===== src/rtl/router_local_port_if.sv =====
// Local-port signal bundle: ddma-facing flit link plus switch-facing framed flit link.
interface router_local_port_if #(
  parameter int FLIT_WIDTH = 32
);
  // ddma side
  logic                  rx;
  logic [FLIT_WIDTH-1:0] data_i;
  logic                  credit_o;
  logic                  tx;
  logic [FLIT_WIDTH-1:0] data_o;
  logic                  credit_i;
  // switch side, inbound
  logic                  in_req;
  logic [FLIT_WIDTH-1:0] in_dest;
  logic                  in_grant;
  logic                  in_valid;
  logic [FLIT_WIDTH-1:0] in_data;
  logic                  in_eop;
  logic                  in_ready;
  // switch side, outbound
  logic                  out_valid;
  logic [FLIT_WIDTH-1:0] out_data;
  logic                  out_ready;

  // Router end of the link
  modport slave (
    input  rx, data_i, credit_i, in_grant, in_ready, out_valid, out_data,
    output credit_o, tx, data_o, in_req, in_dest, in_valid, in_data, in_eop, out_ready
  );

  // ddma / switch environment end of the link
  modport master (
    output rx, data_i, credit_i, in_grant, in_ready, out_valid, out_data,
    input  credit_o, tx, data_o, in_req, in_dest, in_valid, in_data, in_eop, out_ready
  );
endinterface


===== src/rtl/router_local_port.sv =====
// Router-side local port: inbound credit-flow-controlled FIFO with header/size/payload
// framing toward the switch, and a one-entry outbound register stage toward the ddma.
module router_local_port #(
  parameter int FLIT_WIDTH   = 32,
  parameter int BUFFER_DEPTH = 4
) (
  input  logic                  clock,
  input  logic                  reset,
  router_local_port_if.slave    lp,
  output logic                  err_ovf
);

  localparam int PW = (BUFFER_DEPTH > 1) ? $clog2(BUFFER_DEPTH) : 1;
  localparam int CW = $clog2(BUFFER_DEPTH + 1);
  localparam logic [CW-1:0] DEPTH_C = CW'(BUFFER_DEPTH);

  typedef enum logic [1:0] {IN_HEADER, IN_SIZE, IN_PAYLOAD} in_state_t;

  logic [FLIT_WIDTH-1:0] mem [BUFFER_DEPTH];
  logic [PW-1:0]         wr_ptr, rd_ptr;
  logic [CW-1:0]         count;
  logic                  empty, full, push, pop, take;
  logic [FLIT_WIDTH-1:0] head;
  logic [FLIT_WIDTH-1:0] remaining;
  in_state_t             state;

  assign empty = (count == '0);
  assign full  = (count == DEPTH_C);
  assign head  = mem[rd_ptr];

  // Inbound framing outputs and FIFO handshake decode
  always_comb begin
    lp.in_req   = 1'b0;
    lp.in_valid = 1'b0;
    lp.in_eop   = 1'b0;
    unique case (state)
      IN_HEADER:  lp.in_req = ~empty;
      IN_SIZE: begin
        lp.in_valid = ~empty;
        lp.in_eop   = ~empty && (head == '0);
      end
      IN_PAYLOAD: begin
        lp.in_valid = ~empty;
        lp.in_eop   = ~empty && (remaining == FLIT_WIDTH'(1));
      end
      default: ;
    endcase
  end

  assign lp.in_dest  = head;
  assign lp.in_data  = head;
  assign take        = lp.in_valid & lp.in_ready;
  assign pop         = (lp.in_req & lp.in_grant) | take;
  // A pop frees the slot in the same cycle, so a full FIFO still accepts a flit then.
  assign push        = lp.rx & (~full | pop);
  // Two free slots: one for the flit the ddma may already be launching this cycle.
  assign lp.credit_o = (DEPTH_C - count) >= CW'(2);
  assign lp.out_ready = ~lp.tx | lp.credit_i;

  // FIFO storage (data only, no reset needed)
  always_ff @(posedge clock) begin
    if (push) mem[wr_ptr] <= lp.data_i;
  end

  // FIFO pointers, occupancy and sticky overflow flag
  always_ff @(posedge clock or negedge reset) begin
    if (!reset) begin
      wr_ptr  <= '0;
      rd_ptr  <= '0;
      count   <= '0;
      err_ovf <= 1'b0;
    end else begin
      if (push) wr_ptr <= wr_ptr + PW'(1);
      if (pop)  rd_ptr <= rd_ptr + PW'(1);
      if (push && !pop)      count <= count + CW'(1);
      else if (pop && !push) count <= count - CW'(1);
      if (lp.rx && !push) err_ovf <= 1'b1;
    end
  end

  // Framing FSM: header -> size -> payload flits, tracking payload flits left
  always_ff @(posedge clock or negedge reset) begin
    if (!reset) begin
      state     <= IN_HEADER;
      remaining <= '0;
    end else begin
      unique case (state)
        IN_HEADER: if (lp.in_req && lp.in_grant) state <= IN_SIZE;
        IN_SIZE: if (take) begin
          remaining <= head;
          state     <= (head == '0) ? IN_HEADER : IN_PAYLOAD;
        end
        IN_PAYLOAD: if (take) begin
          remaining <= remaining - FLIT_WIDTH'(1);
          if (remaining == FLIT_WIDTH'(1)) state <= IN_HEADER;
        end
        default: state <= IN_HEADER;
      endcase
    end
  end

  // Outbound register stage: load on accepted switch flit, clear on ddma credit
  always_ff @(posedge clock or negedge reset) begin
    if (!reset) begin
      lp.tx     <= 1'b0;
      lp.data_o <= '0;
    end else if (lp.out_valid && lp.out_ready) begin
      lp.tx     <= 1'b1;
      lp.data_o <= lp.out_data;
    end else if (lp.tx && lp.credit_i) begin
      lp.tx     <= 1'b0;
    end
  end

endmodule

===== src/flat_wrapper.sv =====
// flat-port wrapper written by rule: the top's interface ports become plain ports
module router_local_port_flat 
#(
  parameter int FLIT_WIDTH   = 32,
  parameter int BUFFER_DEPTH = 4
)
  (clock, reset, err_ovf, lp_rx, lp_data_i, lp_credit_i, lp_in_grant, lp_in_ready, lp_out_valid, lp_out_data, lp_credit_o, lp_tx, lp_data_o, lp_in_req, lp_in_dest, lp_in_valid, lp_in_data, lp_in_eop, lp_out_ready);
  router_local_port_if #(.FLIT_WIDTH(FLIT_WIDTH)) lp_i ();
  input  logic clock;
  input  logic reset;
  output logic err_ovf;
  input wire logic [$bits(lp_i.rx)-1:0] lp_rx;
  input wire logic [$bits(lp_i.data_i)-1:0] lp_data_i;
  input wire logic [$bits(lp_i.credit_i)-1:0] lp_credit_i;
  input wire logic [$bits(lp_i.in_grant)-1:0] lp_in_grant;
  input wire logic [$bits(lp_i.in_ready)-1:0] lp_in_ready;
  input wire logic [$bits(lp_i.out_valid)-1:0] lp_out_valid;
  input wire logic [$bits(lp_i.out_data)-1:0] lp_out_data;
  output wire logic [$bits(lp_i.credit_o)-1:0] lp_credit_o;
  output wire logic [$bits(lp_i.tx)-1:0] lp_tx;
  output wire logic [$bits(lp_i.data_o)-1:0] lp_data_o;
  output wire logic [$bits(lp_i.in_req)-1:0] lp_in_req;
  output wire logic [$bits(lp_i.in_dest)-1:0] lp_in_dest;
  output wire logic [$bits(lp_i.in_valid)-1:0] lp_in_valid;
  output wire logic [$bits(lp_i.in_data)-1:0] lp_in_data;
  output wire logic [$bits(lp_i.in_eop)-1:0] lp_in_eop;
  output wire logic [$bits(lp_i.out_ready)-1:0] lp_out_ready;
  assign lp_i.rx = lp_rx;
  assign lp_i.data_i = lp_data_i;
  assign lp_i.credit_i = lp_credit_i;
  assign lp_i.in_grant = lp_in_grant;
  assign lp_i.in_ready = lp_in_ready;
  assign lp_i.out_valid = lp_out_valid;
  assign lp_i.out_data = lp_out_data;
  assign lp_credit_o = lp_i.credit_o;
  assign lp_tx = lp_i.tx;
  assign lp_data_o = lp_i.data_o;
  assign lp_in_req = lp_i.in_req;
  assign lp_in_dest = lp_i.in_dest;
  assign lp_in_valid = lp_i.in_valid;
  assign lp_in_data = lp_i.in_data;
  assign lp_in_eop = lp_i.in_eop;
  assign lp_out_ready = lp_i.out_ready;
  router_local_port #(.FLIT_WIDTH(FLIT_WIDTH), .BUFFER_DEPTH(BUFFER_DEPTH)) u_core (.clock(clock), .reset(reset), .lp(lp_i), .err_ovf(err_ovf));
endmodule

===== config.mk =====
export PLATFORM = sky130hd
export DESIGN_NAME = router_local_port_flat
export DESIGN_NICKNAME = d
export VERILOG_FILES = /design/src/rtl/router_local_port_if.sv /design/src/rtl/router_local_port.sv /design/src/flat_wrapper.sv
export SDC_FILE = /design/constraint.sdc
export NUM_CORES = 1
export LEC_CHECK = 0
export ABC_AREA = 1
export CAP_MARGIN = 20
export CORE_MARGIN = 2
export CORE_UTILIZATION = 45
export CTS_CLUSTER_SIZE = 40
export DETAILED_ROUTE_END_ITERATION = 10
export PLACE_DENSITY_LB_ADDON = 0.15
export SYNTH_ARGS = -nofsm -noshare
export SYNTH_HDL_FRONTEND = slang
export SYNTH_SLANG_ARGS = --single-unit

===== constraint.sdc =====
create_clock -name clock -period 4.37 [get_ports clock]
set_input_delay 0.874 -clock clock [delete_from_list [all_inputs] [get_ports clock]]
set_output_delay 0.874 -clock clock [all_outputs]
set_load 0.03 [all_outputs]

==> results.yml <==
outcome:
  status: "finished, final reports clean"
yosys:
  synth.avg_cell_area_sq_um: 9.74
  yosys.area.top_type: "edfxtp_1"
  yosys_warnings: 0
  synth_area_leaders: "edfxtp_1 (40%), dfrtp_1 (20%), nand2_1 (11%)"
  synth_cells: 978
  synth-seq-area-share_pct: 60.1
  syn_nets: 1065
  synth_top_area_share_pct: 40.4
  yosysUniqueCellTypes: 33
  ys_ff_latch: 203
  synth_area_sq_um: 9520
worst_setup_path:
  reg2reg_from: "u_core.count[0]"
  cpPeakStageDelay_ns: 0.67
  path_cells: "inv_2 -> buf_4 -> nand2_1 -> nand3_1 -> nand2_1 -> inv_1 -> clkdlybuf4s50_1"
  crit_path_max_fanout: 42
  r2r_cells: 16
  endpoint: "lp_in_data[26]"
  cp_slowest_cell: "clkdlybuf4s50_1"
  critPathKind: "flip-flop to output pin"
  end_kind: "output pin"
  worstPathArrival_ns: 2.85
  reg2reg_slack_ns: 1.34
  required_ns: 3.50
  path_depth: 7
  r2r_end: "u_core.count[2]"
  critPathBufInv: 4
  crit_family: "buffers and inverters"
  cpMostUsedCell: "nand2_1"
  worst_setup_path_start_kind: "flip-flop"
  critPathLaunch: "u_core.rd_ptr[0]"
layout:
  antenna_cells: 0
  fin_util_pct: 57.3
  fin_cells: 1407
  stdcell_area_sq_um: 12000
  layout_common_cells: "nand2_1 (284), clkdlybuf4s50_1 (171), edfxtp_1 (128)"
  final_common_cell: "nand2_1"
  drive_above_1_share_pct: 7.86
  fin_nets: 1206
  syn2layout_area_growth_pct: 25.7
cts:
  clockBufferDepth: 3
  ctsHtreeMaxLevel: 1
  cts_tree: "done"
  cts_buffers: 22
  clkSinkCount: 203
  cts_resized: 0
  path_clk_slew_ns: 0.06
  cts-root-buf: "clkbuf_16"
  clk_latency_ns: 0.52
  post-cts-setup-buffers: 0
  hold_buffers: 0
pwr:
  comb_power_share_pct: 52.0
  internal-power_mw: 5.25
  cellPowerDensity_nw_per_um2: 793
  clkPwrFrac_pct: 18.4
  p_sw_share_pct: 44.7
  p_sw_mw: 4.24
  ir_drop_v: 0.000694
  p_seq_share_pct: 29.6
  p_leak_nw: 4.91
  power_mw: 9.49
route:
  avgRoutedWirePerCell_um: 16.3
  routed_via_density: 5.08
  drt-total-wl_mm: 23.0
  vias: 7146
  drt_first_pass_iters: 5
  drt_iter0_markers: 476
  drc_errors: 0
  ant_nets: 0
sta:
  setup_slack_ns: 0.646
  rsz0062_at_grt: "no"
  worst_pin_slew_ns: 0.733
  fmax_mhz: 269
  fin_crit_sh_pct: 85.2
  hold_viol_final: 0
  fin_crit_ns: 3.72
  report.final.slew_viol_count: 0
  skew_ns: 0.0206
  holdWs_ns: 0.388
  setup_viol: 0
  relSlewSlack_pct: 51.1
  fin_setup_tns_ns: 0
job:
  cap_violations: 0
global_routing:
  first_global_vias: 6886
  overflow: 0
  antenna_found_initial: 0
  grt_max_degree: 67
  grtUsageTotal_pct: 20.5
  grt_first_pass_wirelength_mm: 35.8
floorplanning:
  dieWidth_um: 149
  floorplan.io_pins: 174
  initial_core_util_pct: 45.6
  rows: 53
  die_h_um: 149
  die-area_sq_um: 22300
  design.core.area_sq_um: 20900
place:
  gp_congestion: 0.826
  io_buffers: 173
  dp_slack_ns: 1.15
  placedInstanceArea_sq_um: 11300
  hpwl_mm: 15.2
  dpl.cell_count: 1370
worst_hold_path:
  holdCritPathClass: "input pin to asynchronous set/reset pin"
[registers in the layout, indices dropped and copies added (netlist names)]
register,count
u_core.wr_ptr,2
u_core.err_ovf,1
u_core.lp.tx,1
u_core.state,2
u_core.rd_ptr,2
u_core.lp.data_o,32
u_core.mem,128
u_core.remaining,32
u_core.count,3
[cell type report]
| cell class | instances | area, sq um |
|---|---|---|
| Fill cell | 1855 | 8910 |
| Sequential cell | 203 | 5720 |
| Multi-Input combinational cell | 614 | 3060 |
| Timing Repair Buffer | 186 | 1820 |
| Clock buffer | 31 | 604 |
| Inverter | 92 | 345 |
| Tap cell | 275 | 344 |
| Clock inverter | 6 | 77.6 |
[power groups by stage]
stage	Sequential, mW	Combinational, mW	Clock [mW]
final	2.81	4.94	1.75
after global routing	2.86	5.38	1.86
after CTS	2.80	4.98	1.79
after detailed placement	2.84	4.96	0
after global placement	2.83	4.91	0
after floorplan	2.89	3.29	0
[how the worst min path moves through the flow]
stage	startpoint	to	slack (ns)	cells after the start
global placement	u_core.err_ovf	u_core.err_ovf	0.46	1
floorplan	u_core.remaining[29]	u_core.remaining[29]	0.47	2
global route	reset	u_core.remaining[13]	0.45	1
detailed placement	u_core.err_ovf	u_core.err_ovf	0.47	1
finish	reset	u_core.remaining[13]	0.39	1
CTS	reset	u_core.remaining[13]	0.40	1
[routing by layer]
layer	vias to the layer above	track usage [%]	share of wire (%)
met1	3392	27.7	43
met5	-	0	0
met4	0	5.14	1.8
met3	33	4.15	7.6
li1	3481	-	-
met2	240	34.1	47
[Yosys cell counts]
cell       count
a21o_1         1
a21oi_1       36
a21oi_2        1
a31o_2         1
a31oi_1        1
a32o_1         1
buf_1          2
buf_2         16
buf_4         35
clkbuf_1      16
dfrtp_1       75
edfxtp_1     128
fa_1           1
ha_1          15
inv_1         88
inv_2          4
mux2_2        32
nand2_1      284
nand3_1       87
nand3b_1       2
nand4_1        5
nor2_1        71
nor2_2         2
nor2_4         1
nor3_1         5
o211ai_1       2
o21a_1         1
o21ai_0       48
o21ai_1        2
o22ai_1        4
o2bb2ai_1      1
xnor2_1        1
xor2_1         9
[logic make-up (layout without fill, tap and decap cells)]
logic type,count (synthesis),after routing,share of synthesized area [%]
AO/OA/AOI/OAI,99,99,5.54
XOR/XNOR,10,10,0.920
adder cells (fa/ha/maj),16,16,2.18
buffers and inverters,161,315,7.94
flip-flops,203,203,60.1
multiplexers,32,32,3.78
AND/OR/NAND/NOR,457,457,19.6
No activity file was read; power rests on OpenSTA's default activity.
